===== src/rtl/pipelined_product_accumulator.sv =====
// Sums a programmed number of multiplier products into a wide accumulator and
// holds the result on a valid/ready port; optional SATURATE_EN clamps on carry-out.
module pipelined_product_accumulator #(
    parameter int DATA_WIDTH = 16,
    parameter int ACC_WIDTH  = 2*DATA_WIDTH+8,
    parameter int CNT_WIDTH  = 8
) (
    input  logic                    clk_i,
    input  logic                    rst_n_i,
    input  logic                    start_i,
    input  logic [CNT_WIDTH-1:0]    length_i,
    input  logic [2*DATA_WIDTH-1:0] product_i,
    input  logic                    product_valid_i,
    output logic                    clk_en_o,
    output logic [ACC_WIDTH-1:0]    result_o,
    output logic                    result_valid_o,
    input  logic                    result_ready_i,
    output logic                    busy_o,
    output logic                    overflow_o,
    output logic                    drop_o,
    output logic [1:0]              dbg_state_o
);

    localparam int PW = 2*DATA_WIDTH;
    localparam logic [1:0] S_IDLE  = 2'd0;
    localparam logic [1:0] S_ACCUM = 2'd1;
    localparam logic [1:0] S_DONE  = 2'd2;
    localparam logic [CNT_WIDTH-1:0] CNT_ONE  = {{(CNT_WIDTH-1){1'b0}}, 1'b1};
    localparam logic [CNT_WIDTH-1:0] CNT_ZERO = '0;

    // Handshake: result_o is transferred on any edge where result_valid_o and
    // result_ready_i are both high; products count only while clk_en_o is high.
    logic [1:0]           state_q, state_d;
    logic [ACC_WIDTH-1:0] acc_q, acc_d;
    logic [CNT_WIDTH-1:0] cnt_q, cnt_d;
    logic                 ovf_q, ovf_d;
    logic                 drop_q, drop_d;
    logic [ACC_WIDTH:0]   sum;
    logic                 take_start;

    assign sum = {1'b0, acc_q} + {{(ACC_WIDTH+1-PW){1'b0}}, product_i};

    // A start is legal in IDLE, or in DONE on the same edge as the handshake.
    assign take_start = start_i &&
                        ((state_q == S_IDLE) || ((state_q == S_DONE) && result_ready_i));

    always_comb begin
        state_d = state_q;
        acc_d   = acc_q;
        cnt_d   = cnt_q;
        ovf_d   = ovf_q;
        drop_d  = drop_q;
        if (take_start) begin
            acc_d   = '0;
            ovf_d   = 1'b0;
            drop_d  = 1'b0;
            cnt_d   = length_i;
            state_d = (length_i != CNT_ZERO) ? S_ACCUM : S_DONE;
        end else begin
            case (state_q)
                S_IDLE: begin
                    if (product_valid_i) drop_d = 1'b1;
                end
                S_ACCUM: begin
                    if (product_valid_i) begin
                        cnt_d = cnt_q - CNT_ONE;
                        ovf_d = ovf_q | sum[ACC_WIDTH];
`ifdef SATURATE_EN
                        acc_d = sum[ACC_WIDTH] ? {ACC_WIDTH{1'b1}} : sum[ACC_WIDTH-1:0];
`else
                        acc_d = sum[ACC_WIDTH-1:0];
`endif
                        if (cnt_q == CNT_ONE) state_d = S_DONE;
                    end
                end
                S_DONE: begin
                    // Products held by the frozen pipeline are not counted here.
                    if (result_ready_i) state_d = S_IDLE;
                end
                default: state_d = S_IDLE;
            endcase
        end
    end

    always_ff @(posedge clk_i or negedge rst_n_i) begin
        if (!rst_n_i) begin
            state_q <= S_IDLE;
            acc_q   <= '0;
            cnt_q   <= '0;
            ovf_q   <= 1'b0;
            drop_q  <= 1'b0;
        end else begin
            state_q <= state_d;
            acc_q   <= acc_d;
            cnt_q   <= cnt_d;
            ovf_q   <= ovf_d;
            drop_q  <= drop_d;
        end
    end

    assign clk_en_o       = (state_q != S_DONE);
    assign result_valid_o = (state_q == S_DONE);
    assign busy_o         = (state_q != S_IDLE);
    assign result_o       = acc_q;
    assign overflow_o     = ovf_q;
    assign drop_o         = drop_q;
    assign dbg_state_o    = state_q;

endmodule


===== config.mk =====
export PLATFORM = sky130hd
export DESIGN_NAME = pipelined_product_accumulator
export DESIGN_NICKNAME = d
export VERILOG_FILES = /design/src/rtl/pipelined_product_accumulator.sv
export SDC_FILE = /design/constraint.sdc
export NUM_CORES = 1
export LEC_CHECK = 0
export ABC_AREA = 1
export ABC_CLOCK_PERIOD_IN_PS = 2300
export CELL_PAD_IN_SITES_DETAIL_PLACEMENT = 1
export CELL_PAD_IN_SITES_GLOBAL_PLACEMENT = 1
export CORE_MARGIN = 2
export CORE_UTILIZATION = 37
export DETAILED_ROUTE_END_ITERATION = 10
export PLACE_DENSITY_LB_ADDON = 0.1
export SLEW_MARGIN = 20
export SYNTH_ARGS = -nofsm -noshare
export SYNTH_HDL_FRONTEND = slang
export SYNTH_SLANG_ARGS = --single-unit

===== constraint.sdc =====
create_clock -name clk_i -period 2.3 [get_ports clk_i]
set_input_delay 0.46 -clock clk_i [delete_from_list [all_inputs] [get_ports clk_i]]
set_output_delay 0.46 -clock clk_i [all_outputs]
set_load 0.01 [all_outputs]

==> impl_results.md <==
* Critical path's most frequent cell: nand2_1
* Reg clk slew, reported paths at 80 ps
* Die ar. at 14,100 um^2
* Die width at 119 um
* Sequential area share after synthesis at 26.7%
* Peak Freq at 0.452 GHz
* CP Max Fanout at 3
* Run status: finished clean
* Final Cycle Share at 96.2%
* HP Class: input pin to asynchronous set/reset pin
* Starting density of the core at 38.2%
* I/O Pins at 92
* Critical path endpoint: result_o[33]
* Pins over their slew limit at 0
* Worst VDD drop at 0.639 mV
* Initial antenna violation count at 0
* CP Cell Sequence: clkdlybuf4s50_1 -> buf_4 -> ha_1 -> nand2_1 -> nor2_1 -> nand3_1 -> nand3_1 -> nand2_1 -> nand2_2 -> nand2_1 -> nand2_1 -> nand3_1 -> nand2_1 -> nor2_1
* Critical path launch point: product_i[1]
* Placed Instance Area at 6490 um^2
* RePlAce Congestion at 0.888
* Commonest non-fill, non-tap cell in the layout: nand2_1
* Design area at 6970 um^2
* Synth top area share at 26.7%
* LEAKAGE at 3.62 nW
* DP HPWL at 14,400 um
* Worst R2R Start: result_o[10]
* DRC viols at 0
* CP startpoint kind: input pin
* Worst-Margin Slew at 695 ps
* Die Span Y at 119 um
* Most frequent cells in the layout: nand2_1 (294), inv_1 (127), clkdlybuf4s50_1 (89)
* CTS Buf Count at 5
* Wire length per cell at 16.4 um
* CP Data Arrival Time at 2410 ps
* CTS tree: done
* Asr flop ratio synth at 100%
* Area grow syn2layout at 42.7%
* Reg-to-reg critical path endpoint: result_o[39]
* Vias in the first global route at 6,177
* Inserted Diodes at 0
* Layout cells sized above 1 at 16.7%
* Final nets at 1,043
* H-Tree Depth at 2
* Buffers on Ports at 91
* Via density per instance at 5.05
* Fin. Hold Viols at 0
* Post-synthesis cell type count at 40
* Rel. slew slack at 53.7%
* Post-Syn Nets at 881
* Clk Latency, worst-skew pair at 310 ps
* Req. time, crit path at 2500 ps
* Max_cap viols at 0
* WS Path Type: input pin to register
* Total negative slack at 0 ps
* Root Buffer: clkbuf_16
* Largest net degree at the start of global routing at 31
* Worst-case reg-to-reg path depth at 14
* Max clock buf depth at 2
* # setup viols final at 0
* Initial DRC count at 236
* Grt total ovfl at 0
* Synth Area per Inst at 6.10 um^2
* Max stage delay on crit path at 450 ps
* # rows at 41
* Post-synth EDFFs at 0
* Worst setup EP type: register
* Drt total wl at 18,600 um
* Worst Skew at 8.79 ps
* Dominant cell type by area after synthesis: dfrtp_1
* Detail Route Antenna Nets at 0
* Syn Inst Count at 801
* Predominant post-synthesis flop cell: dfrtp_1
* Worst path slowest cell: clkdlybuf4s50_1
* Core Area at 12,800 um^2
* R2r setup slk at 210 ps
* Final core area utilization at 54.6%
* Pre-antenna DRT Iters at 4
* Synth Warn # at 0
* Tot GR Track Use at 25.7%
* Wire length of the first global-routing pass at 29,200 um
* Crit path time final at 2210 ps
* PwrDens at 1130 nW/um^2
* Netlist Area Pre-Place at 4880 um^2
* Top post-synthesis cells by area: dfrtp_1 (27%), nand2_1 (24%), inv_1 (9.9%), ha_1 (8.7%), nor2_1 (5.7%)
* Clock sink total at 52
* Via count at 5,733
* Pwr Total at 7.91 mW
* #FFs+latches synth at 52
[registers in the layout, summed over array words and instances (netlist names)]
| signal | flops |
|---|---|
| cnt_q | 8 |
| dbg_state_o | 2 |
| drop_o | 1 |
| overflow_o | 1 |
| result_o | 40 |
[power breakdown]
| group | total, mW | switching, mW | internal, mW | leakage (nW) |
|---|---|---|---|---|
| clock | 0.819 | 0.410 | 0.409 | 0.0671 |
| combinational | 5.50 | 3.06 | 2.44 | 2.88 |
| sequential | 1.59 | 0.338 | 1.25 | 0.674 |
| total | 7.91 | 3.80 | 4.10 | 3.62 |
[metrics by stage]
stage / instances / hold WS, ps / setup WS (ps)
after floorplan: 801 / 164 / 270
after global placement: 1124 / 491 / -295
after detailed placement: 1124 / 508 / -386
after CTS: 1132 / 200 / 24.3
after global routing: 1136 / 216 / -52.1
final: 1136 / 182 / 88.5
[routing by layer]
layer,GRT usage [%],share of wire [%],up-vias
met3,2.87,3.0,37
met2,48.3,53,110
met5,0,0,-
met1,29.4,42,2769
li1,-,-,2817
met4,10.0,2.8,0
[cell type report]
type / instances / area, um^2
Sequential cell: 52 / 1300
Tap cell: 172 / 215
Multi-Input combinational cell: 606 / 3320
Clock inverter: 2 / 16.3
Inverter: 134 / 504
Fill cell: 1697 / 5800
Clock buffer: 6 / 129
Timing Repair Buffer: 164 / 1490
[kinds of logic (layout without fill, tap and decap cells)]
group | after synthesis | count (layout) | share of synthesized area [%]
XOR/XNOR | 13 | 13 | 2.33
adder cells (fa/ha/maj) | 35 | 35 | 9.12
AO/OA/AOI/OAI | 93 | 93 | 10.8
buffers and inverters | 143 | 306 | 11.4
AND/OR/NAND/NOR | 465 | 465 | 39.6
flip-flops | 52 | 52 | 26.7
[how the worst min path moves through the flow]
stage               cells past startpoint  slack, ps           end
floorplan                               0        160      cnt_q[0]
global placement                        2        490  result_o[27]
detailed placement                      2        510  result_o[18]
CTS                                     1        200   result_o[7]
global route                            1        220   result_o[7]
finish                                  1        180   result_o[7]
[timing repair]
| item | 4_1_cts | 5_1_grt |
|---|---|---|
| endpoints found under the hold margin | 0 | 0 |
| buffers inserted | 0 | 4 |
| setup endpoints to repair | 7 | 26 |
| pin swaps | 0 | 15 |
| resized for setup | 4 | 58 |
| hold buffers | 0 | 0 |
[critical path: cells and delay by family]
| family | cells | cell delay [ps] |
|---|---|---|
| AND/OR/NAND/NOR | 11 | 1080 |
| buffers and inverters | 2 | 600 |
| adder cells (fa/ha/maj) | 1 | 290 |
[synth_stat cells, types with 3 or more instances]
library cell and n:
a21oi_1 44, a31o_2 3, buf_2 3, clkbuf_1 3
dfrtp_1 52, ha_1 34, inv_1 129, inv_2 4
nand2_1 311, nand2_2 8, nand3_1 34, nand3_2 4
nand3b_1 8, nor2_1 74, nor3_1 13, o211ai_1 6
o21ai_0 31, xnor2_1 8, xor2_1 5
Note: power is estimated with default switching activity, not from simulation.
